==> config.mk <==
export PLATFORM = sky130hd
export DESIGN_NAME = mem_bus_arbiter
export DESIGN_NICKNAME = d
export VERILOG_FILES = /design/src/rtl/mem_bus_arbiter.sv
export SDC_FILE = /design/constraint.sdc
export NUM_CORES = 1
export LEC_CHECK = 0
export BUFFER_PORTS_ARGS = -buffer_cell sky130_fd_sc_hd__buf_2
export CORE_AREA = 4 4 137 112
export DETAILED_ROUTE_END_ITERATION = 16
export DIE_AREA = 0 0 141 116
export PLACE_DENSITY = 0.79
export SYNTH_ARGS = -nofsm -noshare
export SYNTH_HDL_FRONTEND = slang
export SYNTH_SLANG_ARGS = --single-unit
==> constraint.sdc <==
create_clock -name clk -period 2.8 [get_ports clk]
set_clock_uncertainty 0.2 [all_clocks]
set_input_delay 0.28 -clock clk [delete_from_list [all_inputs] [get_ports clk]]
set_output_delay 0.28 -clock clk [all_outputs]
set_load 0.005 [all_outputs]
==> src/rtl/mem_bus_arbiter.sv <==
// mem_bus_arbiter: two-master arbiter for the shared picorv32-style memory/MMIO bus.
// Owner's request is latched onto bus_*, held until bus_ready, then a one-cycle
// mX_ready pulse returns the captured read data. Ties go to the master that did
// not complete the previous transaction (round-robin).
//
// Ports:
//   clk, reset_n                 clock, synchronous active-low reset
//   m0_valid/addr/wdata/wstrb    CPU request (wstrb 0 = read)
//   m0_ready/rdata               CPU completion pulse and read data
//   m1_*                         same as m0_*, secondary master (DMA / debug loader)
//   bus_valid/addr/wdata/wstrb   latched request to the address decode/mux
//   bus_ready/rdata              slave completion and read data
//   grant                        current/last owner (0 = m0, 1 = m1)
//   timeout_err                  one-cycle pulse on watchdog forced completion
//
// Optional feature: define BUS_TIMEOUT_EN to enable the BUSY watchdog
// (TIMEOUT_CYCLES). Without it BUSY waits indefinitely and timeout_err stays 0.

module mem_bus_arbiter #(
    parameter logic [15:0] TIMEOUT_CYCLES = 16'd1024
) (
    input  logic        clk,
    input  logic        reset_n,
    input  logic        m0_valid,
    input  logic [31:0] m0_addr,
    input  logic [31:0] m0_wdata,
    input  logic [3:0]  m0_wstrb,
    output logic        m0_ready,
    output logic [31:0] m0_rdata,
    input  logic        m1_valid,
    input  logic [31:0] m1_addr,
    input  logic [31:0] m1_wdata,
    input  logic [3:0]  m1_wstrb,
    output logic        m1_ready,
    output logic [31:0] m1_rdata,
    output logic        bus_valid,
    output logic [31:0] bus_addr,
    output logic [31:0] bus_wdata,
    output logic [3:0]  bus_wstrb,
    input  logic        bus_ready,
    input  logic [31:0] bus_rdata,
    output logic        grant,
    output logic        timeout_err
);

    localparam int unsigned DATA_W = 32;
    localparam int unsigned STRB_W = 4;
    localparam int unsigned TMR_W  = 16;

    typedef enum logic [1:0] {
        S_IDLE = 2'd0,
        S_BUSY = 2'd1,
        S_DONE = 2'd2
    } state_t;

    state_t              state_q, state_d;
    logic                last_grant_q, last_grant_d;
    logic                grant_q, grant_d;
    logic                bus_valid_q, bus_valid_d;
    logic [DATA_W-1:0]   bus_addr_q, bus_addr_d;
    logic [DATA_W-1:0]   bus_wdata_q, bus_wdata_d;
    logic [STRB_W-1:0]   bus_wstrb_q, bus_wstrb_d;
    logic                m0_ready_q, m0_ready_d;
    logic [DATA_W-1:0]   m0_rdata_q, m0_rdata_d;
    logic                m1_ready_q, m1_ready_d;
    logic [DATA_W-1:0]   m1_rdata_q, m1_rdata_d;
    logic                timeout_err_q, timeout_err_d;

    // Completion request from the BUSY state, applied to the owner's response regs
    logic                finish_c;
    logic [DATA_W-1:0]   finish_data_c;
    logic                pick_m1_c;

`ifdef BUS_TIMEOUT_EN
    logic [TMR_W-1:0]    timer_q, timer_d;
`else
    logic                unused_timeout_c;
    assign unused_timeout_c = ^TIMEOUT_CYCLES;
`endif

    // Next-state and registered-output computation
    always_comb begin
        state_d       = state_q;
        last_grant_d  = last_grant_q;
        grant_d       = grant_q;
        bus_valid_d   = bus_valid_q;
        bus_addr_d    = bus_addr_q;
        bus_wdata_d   = bus_wdata_q;
        bus_wstrb_d   = bus_wstrb_q;
        m0_ready_d    = 1'b0;
        m0_rdata_d    = m0_rdata_q;
        m1_ready_d    = 1'b0;
        m1_rdata_d    = m1_rdata_q;
        timeout_err_d = 1'b0;
        finish_c      = 1'b0;
        finish_data_c = '0;
        // m1 wins only when alone, or on a tie when m0 completed last
        pick_m1_c     = m1_valid && (!m0_valid || !last_grant_q);
`ifdef BUS_TIMEOUT_EN
        timer_d       = timer_q;
`endif

        case (state_q)
            S_IDLE: begin
                bus_valid_d = 1'b0;
                if (m0_valid || m1_valid) begin
                    grant_d     = pick_m1_c;
                    bus_addr_d  = pick_m1_c ? m1_addr  : m0_addr;
                    bus_wdata_d = pick_m1_c ? m1_wdata : m0_wdata;
                    bus_wstrb_d = pick_m1_c ? m1_wstrb : m0_wstrb;
                    bus_valid_d = 1'b1;
                    state_d     = S_BUSY;
`ifdef BUS_TIMEOUT_EN
                    timer_d     = '0;
`endif
                end
            end
            S_BUSY: begin
                // Slave completion takes priority over watchdog expiry
                if (bus_ready) begin
                    finish_c      = 1'b1;
                    finish_data_c = bus_rdata;
                end
`ifdef BUS_TIMEOUT_EN
                else if (timer_q == TMR_W'(TIMEOUT_CYCLES - 16'd1)) begin
                    finish_c      = 1'b1;
                    finish_data_c = '0;
                    timeout_err_d = 1'b1;
                end else begin
                    timer_d = TMR_W'(timer_q + 16'd1);
                end
`endif
            end
            S_DONE: begin
                state_d = S_IDLE;
            end
            default: begin
                state_d     = S_IDLE;
                bus_valid_d = 1'b0;
            end
        endcase

        if (finish_c) begin
            if (grant_q) begin
                m1_ready_d = 1'b1;
                m1_rdata_d = finish_data_c;
            end else begin
                m0_ready_d = 1'b1;
                m0_rdata_d = finish_data_c;
            end
            bus_valid_d  = 1'b0;
            last_grant_d = grant_q;
            state_d      = S_DONE;
        end
    end

    // State and output registers; reset abandons any transaction in flight
    always_ff @(posedge clk) begin
        if (!reset_n) begin
            state_q       <= S_IDLE;
            last_grant_q  <= 1'b1;
            grant_q       <= 1'b0;
            bus_valid_q   <= 1'b0;
            bus_addr_q    <= '0;
            bus_wdata_q   <= '0;
            bus_wstrb_q   <= '0;
            m0_ready_q    <= 1'b0;
            m0_rdata_q    <= '0;
            m1_ready_q    <= 1'b0;
            m1_rdata_q    <= '0;
            timeout_err_q <= 1'b0;
`ifdef BUS_TIMEOUT_EN
            timer_q       <= '0;
`endif
        end else begin
            state_q       <= state_d;
            last_grant_q  <= last_grant_d;
            grant_q       <= grant_d;
            bus_valid_q   <= bus_valid_d;
            bus_addr_q    <= bus_addr_d;
            bus_wdata_q   <= bus_wdata_d;
            bus_wstrb_q   <= bus_wstrb_d;
            m0_ready_q    <= m0_ready_d;
            m0_rdata_q    <= m0_rdata_d;
            m1_ready_q    <= m1_ready_d;
            m1_rdata_q    <= m1_rdata_d;
            timeout_err_q <= timeout_err_d;
`ifdef BUS_TIMEOUT_EN
            timer_q       <= timer_d;
`endif
        end
    end

    assign bus_valid   = bus_valid_q;
    assign bus_addr    = bus_addr_q;
    assign bus_wdata   = bus_wdata_q;
    assign bus_wstrb   = bus_wstrb_q;
    assign m0_ready    = m0_ready_q;
    assign m0_rdata    = m0_rdata_q;
    assign m1_ready    = m1_ready_q;
    assign m1_rdata    = m1_rdata_q;
    assign grant       = grant_q;
    assign timeout_err = timeout_err_q;

endmodule

Yosys cells after proc, flatten, opt, wreduce, memory -nomap -nowiden:

Index checks and enable logic that the tools add are counted.

* memories: 0
* bits in latches: 0
* memory bits (read-only): 0
* word-level logic and storage cells: 48
* bits of input ports: 173
* RAM bits: 0
* bits in registers: 139

* reduce and logical (&&, ||, !) cells: 14
* muxes and demuxes: 14
* equality and inequality tests: 5
* bitwise operators: 3
* shift-type cells: 0
* order comparisons: 0
* multiply operators: 0
* divide/modulo/power cells: 0
* add/sub/neg operators: 0

Operator list (count)
* $mux 32: 4
* $reduce_and 2->1: 6
* $mux 1: 5
* $mux 2: 2
* $mux 4: 1
* $ne 2x2->1 const B: 2
* $pmux 2 s2: 1
* $reduce_or 2->1: 2
* $ne 3x3->1 const B: 1
* $not 1->1: 3
* $eq 2x1->1 const B: 1
* $eq 2x2->1 const B: 1
* $logic_not 1->1: 2
* $logic_not 2->1: 1
* $logic_or 1x1->1: 2
* $pmux 1 s2: 1
* $logic_and 1x1->1: 1

Longest topological paths before layout:

Gate-level depths: netlist of run 1.

* word-level depth: 4
* gate-level depth with buffers: 7

Worst setup path after synthesis of run 1:

Ideal clock, no wire load.

* kind: reg-to-reg
* start point: register state_q[0]
* end point: register bus_wdata_q[22], in the netlist bus_wdata[22]
* slack: 1.252 ns
* period minus slack after synthesis: 1.548 ns
* library setup time: 0.119 ns
* data required time: 2.481 ns
* stages on the path, launching flop included: 8
* path buffers: 2
* arrival: 1.229 ns
* path through: dfxtp_1 -> inv_1 -> ha_1 -> o21a_2 -> buf_4 -> buf_2 -> o21ai_0 -> a21oi_1

* cells in the longest elaborated chain, start to end: 2

Ends and longest elaborated chain
* from (decl): line 56 `state_t state_q, state_d;`
* from (signal assigned): line 176 `state_q <= state_d;`
* $logic_not 2->1: line 103 `case (state_q)`
* $reduce_and 2->1 (no source line)
* to (signal assigned): line 181 `bus_wdata_q <= bus_wdata_d;`
* to (decl): line 61 `logic [DATA_W-1:0] bus_wdata_q, bus_wdata_d;`

Every way passes these cells.
A chain may end at the register's enable or synchronous reset.

Worst setup path after layout of run 1:

* start point: register state_q[0]
* end point: register bus_addr_q[13], in the netlist bus_addr[13]

* cells in the longest elaborated chain, start to end: 2

Ends and longest elaborated chain
* $logic_not 2->1: line 103
* $reduce_and 2->1 (no source line)
* to (signal assigned): line 180 `bus_addr_q <= bus_addr_d;`
* to (decl): line 60 `logic [DATA_W-1:0] bus_addr_q, bus_addr_d;`

Every way passes these cells.

==> summary.md, run 1 <==
| Metric | Value |
|---|---|
| Synthesized Nets | 866 |
| CP Capture Type | flop |
| # rows | 39 |
| Core ar. | 14,050 um2 |
| RSZ-0062 raised after global routing | no |
| CTS tree | built |
| Initial Utilization | 0.3912 |
| Slew headroom | 0.5432 |
| Final nets | 1,315 |
| Drt total wl | 22,770 um |
| Clock-pin transition on the worst setup and hold timing paths | 0.06 ns |
| GPL Wtd Cong | 0.8406 |
| Switching pwr | 1.744 mW |
| Area contributors post-synth | dfxtp_1 51%, nand2_1 14%, a21oi_1 12% |
| Post-synth top area cell | dfxtp_1 |
| Num ports | 310 |
| Die footprint | 16,360 um2 |
| Ys flop type | dfxtp_1 |
| TritonRoute pass-1 iters | 5 |
| Cell depth of the worst flop-to-flop path | 7 |
| Power density over the cells | 644.5 nW/um2 |
| Sequential share of the synthesized area | 0.5061 |
| Commonest cells post-synth | 199 x nand2_1, 139 x dfxtp_1, 137 x a21oi_1 |
| Cells after Synth | 691 |
| Port bufs | 308 |
| Leakage power figure | 4.483 nW |
| Die Y | 116 um |
| Clk root buf | clkbuf_16 |
| Top-area cell type share of the netlist area | 0.5061 |
| Warnings from Yosys | 0 |
| Post-cts repair resize count | 0 |
| Detail Route Antenna Nets | 0 |
| Worst R2R End | bus_addr[13]$_SDFFE_PN0P_ |
| P_int | 4.323 mW |
| Synth async-reset ratio | 0 |
| DR WL/cell | 16.99 um |
| Final cell count without fillers | 1,340 |
| Tmin final | 2.626 ns |
| Maximum vdd drop | 0.4417 mV |
| Final setup viols | 0 |
| Worst EP required | 2.95 ns |
| Critical path startpoint | state_q[0]$_SDFFE_PP0P_ |
| Number of enable flip-flop cells after synthesis | 0 |
| Cts bufs inserted | 17 |
| Area growth from synthesis to layout | 71.21% |
| Netlist cell types | 29 |
| Crit path DAT | 2.78 ns |
| H-tree levels | 4 |
| Synthesized area | 5498 um2 |
| Worst-margin pin slew | 0.6826 ns |
| Inst Count DP | 1,137 |
| Hold Crit Class | input pin to flop |
| Final Total Pwr | 6.067 mW |
| Combinational share of power | 0.258 |
| Syn_area_per_cell | 7.956 um2 |
| Slew Limit Fails | 0 |
| MaxCap Viol Count | 0 |
| Final period utilization | 0.9377 |
| First-pass GRT wire length | 34,460 um |
| Hold Fails Final Rpt | 0 |
| Reg2reg start | state_q[0]$_SDFFE_PP0P_ |
| Final setup TNS | 0 ns |
| Initial antenna violation count | 4 |
| Fill cells | 1,059 |
| Clock network power share | 0.356 |
| DR vias/cell | 5.206 |
| Worst-skew pair later-pin latency | 0.41 ns |
| CTS Sinks | 139 |
| CP Max Fanout | 45 |
| Sw frac | 0.2875 |
| Die width | 141 um |
| All-Layer GR Usage | 0.2636 |
| Iter 0 DRT Violations | 501 |
| Largest net degree at the start of global routing | 57 |
| FMAX | 380.9 MHz |
| CP endpoint | bus_addr[13]$_SDFFE_PN0P_ |
| GRT overflow | 0 |
| Worst R2R Setup Slack | 0.17 ns |
| Vias | 6,976 |
| Status | finished, final reports clean |
| Crit path kind | flop to flop |
| Most frequent cell after synthesis | nand2_1 |
| Post-route DRC | 0 |
| Number of global-route vias before repair | 6,782 |
| Post-DP HPWL | 12,840 um |
| Sequential Power Share | 0.386 |
| Clk buf depth | 2 |
| Startpoint Class | flop |
| FF+latch count, synth | 139 |
| Worst hold slack | 0.06447 ns |
| Layout cells sized above 1 | 0.3070 |
==> worst min path at each step <==
stage	startpoint	endpoint	cells after the start
floorplan	m0_addr[1]	bus_addr[1]$_SDFFE_PN0P_	2
global placement	m0_rdata[27]$_SDFFE_PN0P_	m0_rdata[27]$_SDFFE_PN0P_	2
detailed placement	m0_rdata[27]$_SDFFE_PN0P_	m0_rdata[27]$_SDFFE_PN0P_	2
CTS	bus_ready	state_q[1]$_SDFFE_PN0P_	3
global route	bus_ready	state_q[1]$_SDFFE_PN0P_	3
finish	bus_ready	state_q[1]$_SDFFE_PN0P_	3
==> layout make-up <==
type / count / area, um2 / area share
tap: 184 / 230.2 / 0.02446
clock inverter: 6 / 63.81 / 0.006779
multi-input combinational: 491 / 2442 / 0.2595
antenna: 6 / 15.01 / 0.001595
timing repair buffer: 489 / 3373 / 0.3584
clock buffer: 23 / 498.0 / 0.05290
inverter: 2 / 7.507 / 0.0007976
sequential: 139 / 2783 / 0.2956
==> sequential cells by signal (all words and copies together) (netlist names) <==
| register | flops |
|---|---|
| last_grant_q | 1 |
| m1_ready | 1 |
| bus_valid | 1 |
| grant | 1 |
| bus_addr | 32 |
| bus_wdata | 32 |
| state_q | 2 |
| bus_wstrb | 4 |
| m0_rdata | 32 |
| m1_rdata | 32 |
| m0_ready | 1 |
==> worst max-delay path, stage by stage (launching register included) <==
cell and delay (ns):
dfxtp_1 0.32, inv_1 0.06, ha_1 0.27, o21a_2 0.47
buf_12 0.27, o21ai_0 0.15, a21oi_1 0.22, dlygate4sd3_1 0.58
==> metal layers <==
metal	vias to the layer above	global-route usage	routed length (um)
met5	-	0	13
met4	2	0.1498	1039
met2	473	0.4471	11050
met1	3173	0.2993	8467
li1	3230	-	-
met3	98	0.07838	2197
==> cell families after synthesis <==
family                   count (synthesis)  synth area share
AND/OR/NAND/NOR                        209            0.1475
adder cells (fa/ha/maj)                  2          0.004551
AO/OA/AOI/OAI                          279            0.2888
flip-flops                             139            0.5061
buffers and inverters                   61           0.05234
other                                    1         0.0006821
==> layout by cell type (no fill, tap or decap), types with 2 or more instances in the layout <==
cell             n
a21boi_0        57
nand2_1        199
ha_1             2
dlygate4sd3_1  168
clkinv_2         2
clkbuf_8         5
dfxtp_1        139
inv_1            2
clkbuf_16       17
buf_12           4
o21ai_0         66
and2_1           2
a21boi_1         8
a21oi_1        137
diode_2          6
and3_1           2
buf_2          307
buf_4           10
o21ai_1          4
clkinvlp_4       2
==> power groups by stage <==
| stage | Sequential, mW | Combinational (mW) | Clock [mW] |
|---|---|---|---|
| floorplan | 2.37 | 0.578 | 0 |
| global placement | 2.36 | 1.12 | 0 |
| detailed placement | 2.36 | 1.13 | 0 |
| CTS | 2.32 | 1.48 | 2.19 |
| global route | 2.36 | 1.69 | 2.27 |
| finish | 2.34 | 1.56 | 2.16 |
==> timing repair <==
action / in CTS / in global routing
hold buffers: 168 / 0
hold endpoints to repair: 132 / 0
setup buffers: 0 / 0
==> through the flow <==
step | util | setup slack (ns) | cell area (um2)
finish | 0.6698 | 0.1743 | 9413
global route | 0.6692 | 0.09185 | 9405
CTS | 0.6687 | 0.3520 | 9398
detailed placement | 0.5091 | 0.8912 | 7154
global placement | 0.5091 | 0.9638 | 7154
floorplan | - | 1.252 | 5498
Power figures use the tool's default switching activity.
==> run 2, diff against run 1 <==
Settings changed: CORE_AREA 4 4 137 112 to 4 4 123 125, DIE_AREA 0 0 141 116 to 0 0 127 129, PLACE_DENSITY 0.79 to 0.78.
==> summary.md, run 2 (synthesis results as in run 1) <==
| Metric | Value |
|---|---|
| Status | finished, final reports clean (unchanged) |
| Final setup viols | 0 (unchanged) |
| Crit path DAT | 2.64 ns (was 2.78 ns) |
| Slew Limit Fails | 0 (unchanged) |
| MaxCap Viol Count | 0 (unchanged) |
| Number of global-route vias before repair | 7,053 (was 6,782) |
| Detail Route Antenna Nets | 0 (unchanged) |
| Clk root buf | clkbuf_16 (unchanged) |
| Die Y | 129 um (was 116 um) |
| Crit path kind | flop to flop (unchanged) |
| Final period utilization | 0.8917 (was 0.9377) |
| Worst-skew pair later-pin latency | 0.40 ns (was 0.41 ns) |
| Clk buf depth | 2 (unchanged) |
| Startpoint Class | flop (unchanged) |
| Most frequent cells in the layout | 307 x buf_2, 199 x nand2_1, 168 x dlygate4sd3_1 (unchanged) |
| Hold Crit Class | input pin to flop (unchanged) |
| CP Max Fanout | 58 (was 45) |
| First-pass GRT wire length | 34,780 um (was 34,460 um) |
| Maximum vdd drop | 0.4729 mV (was 0.4417 mV) |
| CTS Sinks | 139 (unchanged) |
| Die width | 127 um (was 141 um) |
| GPL Wtd Cong | 0.8379 (was 0.8406) |
| Initial antenna violation count | 2 (was 4) |
| Core ar. | 13,880 um2 (was 14,050 um2) |
| Cts bufs inserted | 17 (unchanged) |
| GRT overflow | 0 (unchanged) |
| Final worst slack | 0.3032 ns (was 0.1743 ns) |
| Port bufs | 308 (unchanged) |
| H-tree levels | 4 (unchanged) |
| Post-route DRC | 0 (unchanged) |
| Worst R2R Setup Slack | 0.30 ns (was 0.17 ns) |
| Leakage power figure | 4.536 nW (was 4.483 nW) |
| Tmin final | 2.497 ns (was 2.626 ns) |
| Hold Fails Final Rpt | 0 (unchanged) |
| RSZ-0062 raised after global routing | no (unchanged) |
| Layout cells sized above 1 | 0.3096 (was 0.3070) |
| Clock-pin transition on the worst setup and hold timing paths | 0.06 ns (about the same) |
| Drt total wl | 22,540 um (was 22,770 um) |
| All-Layer GR Usage | 0.2627 (was 0.2636) |
| Worst-margin pin slew | 0.5892 ns (was 0.6826 ns) |
| CTS tree | built (unchanged) |
| Post-DP HPWL | 12,430 um (was 12,840 um) |
| Pre-CTS setup slack | 0.9568 ns (was 0.8912 ns) |
| FMAX | 400.5 MHz (was 380.9 MHz) |
| # rows | 43 (was 39) |
| DR WL/cell | 16.89 um (was 16.99 um) |
| Slew headroom | 0.6072 (was 0.5432) |
| DR vias/cell | 5.244 (was 5.206) |
| Area growth from synthesis to layout | 73.05% (was 71.21%) |
| Iter 0 DRT Violations | 504 (was 501) |
| Initial Utilization | 0.3961 (was 0.3912) |
| Die footprint | 16,380 um2 (was 16,360 um2) |
| TritonRoute pass-1 iters | 5 (unchanged) |
| Vias | 7,001 (was 6,976) |
| Num ports | 310 (unchanged) |
| Power density over the cells | 676.9 nW/um2 (was 644.5 nW/um2) |
| Final setup TNS | 0 ns (unchanged) |
| Util after Layout | 0.6854 (was 0.6698) |
| CP Capture Type | flop (unchanged) |
| Most common cell after layout, fill and taps aside | buf_2 (unchanged) |
| Worst EP required | 2.94 ns (was 2.95 ns) |
| Largest net degree at the start of global routing | 70 (was 57) |
| Final nets | 1,315 (unchanged) |
## run 2: cell count changes in the layout (fill, tap and decap cells not counted), sizes merged
cell and change:
clkinv -1, bufinv +4, diode -4, inv +1, clkbuf -1
## run 2: power breakdown
| group | internal, mW | leakage, nW | switching [mW] | total, mW |
|---|---|---|---|---|
| Combinational | 0.786 | 3.07 | 0.775 | 1.56 |
| Clock | 1.70 | 0.329 | 0.841 | 2.54 |
| Sequential | 2.21 | 1.14 | 0.125 | 2.34 |
## run 2: metrics by stage
stage	total power [mW]	hold WS [ns]	area, um2	instances
after floorplan	2.953	0.2141	5498	691
after global placement	3.472	0.2407	7149	1133
after detailed placement	3.485	0.2457	7149	1133
after CTS	6.384	0.02397	9509	1333
after global routing	6.708	0.03133	9514	1335
final	6.440	0.05124	9514	1335
## run 2: final cells by class
type / count / area (um2)
Antenna cell: 2 / 5.005
Clock buffer: 22 / 494.2
Clock inverter: 10 / 183.9
Fill cell: 1034 / 4367
Inverter: 2 / 7.507
Multi-Input combinational cell: 491 / 2442
Sequential cell: 139 / 2783
Tap cell: 180 / 225.2
Timing Repair Buffer: 489 / 3373
## run 2: path summary, 6_finish.rpt
kind,from,end,cells after the start
max,state_q[0]$_SDFFE_PP0P_,bus_wdata[11]$_SDFFE_PN0P_,7
min,reset_n,last_grant_q$_SDFFE_PN1P_,2
max reg2reg,state_q[0]$_SDFFE_PP0P_,bus_wdata[11]$_SDFFE_PN0P_,7
min reg2reg,m0_rdata[23]$_SDFFE_PN0P_,m0_rdata[23]$_SDFFE_PN0P_,2
## run 2: repair_timing
item,4_1_cts,5_1_grt
setup buffers,0,0
hold endpoints to repair,132,0
gates resized for setup,0,0
hold buffers,168,0
## run 2: layer usage
| layer | global-route usage | wire, um |
|---|---|---|
| met4 | 0.1256 | 823 |
| met1 | 0.2850 | 8364 |
| met2 | 0.4679 | 11180 |
| met5 | 0 | 0 |
| met3 | 0.08053 | 2178 |
## run 2: critical path, stage by stage (launching register included)
cell and delay [ns]:
dfxtp_1 0.35, inv_1 0.05, ha_1 0.27, o21ai_4 0.21, buf_12 0.32, a21oi_1 0.13
a21oi_1 0.25, dlygate4sd3_1 0.60
==> run 3, diff against run 2 <==
Settings changed: CTS_BUF_LIST set to sky130_fd_sc_hd__clkbuf_16.
==> summary.md, run 3 (synthesis results as in run 1) <==
| Metric | Value |
|---|---|
| Clock network power share | 0.382 (was 0.395) |
| Cell depth of the worst flop-to-flop path | 7 (unchanged) |
| Final nets | 1,315 (unchanged) |
| Combinational share of power | 0.248 (was 0.242) |
| First-pass GRT wire length | 34,710 um (was 34,780 um) |
| Slew Limit Fails | 0 (unchanged) |
| CP bufs+invs | 3 (unchanged) |
| Most frequent cells in the layout | 307 x buf_2, 199 x nand2_1, 168 x dlygate4sd3_1 (unchanged) |
| Clk buf depth | 2 (unchanged) |
| Clk root buf | clkbuf_16 (unchanged) |
| Pre-CTS setup slack | 0.9568 ns (unchanged) |
| Hold Fails Final Rpt | 0 (unchanged) |
| Worst R2R End | bus_wdata[11]$_SDFFE_PN0P_ (unchanged) |
| DR vias/cell | 5.154 (was 5.244) |
| Number of global-route vias before repair | 6,901 (was 7,053) |
| Crit path DAT | 2.62 ns (was 2.64 ns) |
| Switching pwr | 1.732 mW (was 1.741 mW) |
| # rows | 43 (unchanged) |
| Inst Count DP | 1,133 (unchanged) |
| Num ports | 310 (unchanged) |
| Most common cell after layout, fill and taps aside | buf_2 (unchanged) |
| Crit path top cell by count | a21oi_1 (unchanged) |
| Worst-skew pair later-pin latency | 0.40 ns (about the same) |
| Reg2reg start | state_q[0]$_SDFFE_PP0P_ (unchanged) |
| GRT overflow | 0 (unchanged) |
| Die Y | 129 um (unchanged) |
| Largest net degree at the start of global routing | 70 (unchanged) |
| P_int | 4.561 mW (was 4.699 mW) |
| Final period utilization | 0.8842 (was 0.8917) |
| Area growth from synthesis to layout | 72.10% (was 73.05%) |
| Die width | 127 um (unchanged) |
| Worst EP required | 2.95 ns (was 2.94 ns) |
| CP Cell Sequence | inv_1 > ha_1 > o21ai_4 > buf_12 > a21oi_1 > a21oi_1 > dlygate4sd3_1 (unchanged) |
| Worst R2R Setup Slack | 0.32 ns (was 0.30 ns) |
| Port bufs | 308 (unchanged) |
| Sequential Power Share | 0.371 (was 0.363) |
| CP Max Fanout | 58 (unchanged) |
| Sw frac | 0.2752 (was 0.2704) |
| Final cell count without fillers | 1,334 (was 1,335) |
| Slew headroom | 0.5880 (was 0.6072) |
| Worst Hold Endpoint | last_grant_q$_SDFFE_PN1P_ (unchanged) |
| CTS Sinks | 139 (unchanged) |
| FMAX | 403.9 MHz (was 400.5 MHz) |
| Hold path depth | 2 (unchanged) |
| Leakage power figure | 4.508 nW (was 4.536 nW) |
| All-Layer GR Usage | 0.2641 (was 0.2627) |
| MaxCap Viol Count | 0 (unchanged) |
| Cts bufs inserted | 17 (unchanged) |
| Initial antenna violation count | 1 (was 2) |
| CP max stage delay | 0.60 ns (about the same) |
| Final worst slack | 0.3243 ns (was 0.3032 ns) |
| Final setup viols | 0 (unchanged) |
| Iter 0 DRT Violations | 507 (was 504) |
| Final setup TNS | 0 ns (unchanged) |
| CTS tree | built (unchanged) |
| Post-DP HPWL | 12,430 um (unchanged) |
| TritonRoute pass-1 iters | 7 (was 5) |
| Die footprint | 16,380 um2 (unchanged) |
| CP top delay family | buffers and inverters (unchanged) |
| Detail Route Antenna Nets | 0 (unchanged) |
| Worst hold slack | 0.04012 ns (was 0.05124 ns) |
| Crit path kind | flop to flop (unchanged) |
| H-tree levels | 4 (unchanged) |
| Final Total Pwr | 6.292 mW (was 6.440 mW) |
| Power density over the cells | 665.0 nW/um2 (was 676.9 nW/um2) |
| Hold path startpoint | reset_n (unchanged) |
| Initial Utilization | 0.3961 (unchanged) |
| Tmin final | 2.476 ns (was 2.497 ns) |
| Hold Crit Class | input pin to flop (unchanged) |
| DR WL/cell | 16.89 um (about the same) |
| Startpoint Class | flop (unchanged) |
| Post-route DRC | 0 (unchanged) |
| Vias | 6,876 (was 7,001) |
| Clock-pin transition on the worst setup and hold timing paths | 0.06 ns (about the same) |
| Drt total wl | 22,530 um (was 22,540 um) |
| Post-cts repair resize count | 0 (unchanged) |
| GPL Wtd Cong | 0.8379 (unchanged) |
| Status | finished, final reports clean (unchanged) |
| Worst-margin pin slew | 0.6180 ns (was 0.5892 ns) |
| Layout cells sized above 1 | 0.3053 (was 0.3096) |
| Crit-path slowest cell | dlygate4sd3_1 (unchanged) |
| RSZ-0062 raised after global routing | no (unchanged) |
| CP Capture Type | flop (unchanged) |
| Core ar. | 13,880 um2 (unchanged) |
| Maximum vdd drop | 0.3983 mV (was 0.4729 mV) |
-- run 3: changes by cell type in the layout (fill, tap and decap cells not counted), sizes merged --
cell / delta
clkbuf: -5
clkinv: +5
diode: -1
-- run 3: what timing repair did --
| action | 4_1_cts | 5_1_grt |
|---|---|---|
| hold endpoints to repair | 132 | 0 |
| buffers inserted | 0 | 0 |
| hold buffers | 168 | 0 |
-- run 3: worst reg2reg max path, stage by stage, from the launching register on --
cell and delay [ns]:
dfxtp_1 0.35, inv_1 0.05, ha_1 0.27, o21ai_4 0.21
buf_12 0.32, a21oi_1 0.17, a21oi_1 0.25, dlygate4sd3_1 0.60
-- run 3: worst max path at each step --
stage	from	end	slack (ns)	cells after the start
floorplan	state_q[0]$_SDFFE_PP0P_	bus_wdata[22]$_SDFFE_PN0P_	1.25	7
detailed placement	m1_valid	bus_wstrb[2]$_SDFFE_PN0P_	0.96	5
finish	state_q[0]$_SDFFE_PP0P_	bus_wdata[11]$_SDFFE_PN0P_	0.32	7
global placement	m1_valid	bus_addr[22]$_SDFFE_PN0P_	1.00	5
global route	last_grant_q$_SDFFE_PN1P_	bus_addr[31]$_SDFFE_PN0P_	0.22	5
CTS	last_grant_q$_SDFFE_PN1P_	bus_wstrb[2]$_SDFFE_PN0P_	0.47	5
-- run 3: final cells by class --
class / count / area [um2]
timing repair buffer: 489 / 3373
tap: 180 / 225.2
inverter: 2 / 7.507
clock buffer: 17 / 425.4
sequential: 139 / 2783
multi-input combinational: 491 / 2442
clock inverter: 15 / 202.7
fill: 1046 / 4419
antenna: 1 / 2.502
-- run 3: power groups by stage --
stage               clock (mW)  combinational (mW)  sequential, mW
CTS                       2.45                1.48            2.32
finish                    2.40                1.56            2.33
floorplan                    0               0.578            2.37
global route              2.52                1.69            2.35
global placement             0                1.12            2.35
detailed placement           0                1.13            2.35
-- run 3: stage by stage --
stage	utilization	area (um2)
2_1_floorplan	-	5498
3_3_place_gp	0.5151	7149
3_5_place_dp	0.5151	7149
4_1_cts	0.6814	9459
5_1_grt	0.6816	9462
6_report	0.6816	9462
-- run 3: routing by layer --
| layer | vias to the layer above | wire, um | track usage | part of all wire |
|---|---|---|---|---|
| li1 | 3216 | - | - | - |
| met1 | 3152 | 8243 | 0.2912 | 0.37 |
| met2 | 436 | 11130 | 0.4601 | 0.49 |
| met3 | 72 | 2357 | 0.08634 | 0.10 |
| met4 | 0 | 797 | 0.1274 | 0.035 |
| met5 | - | 0 | 0 | 0 |
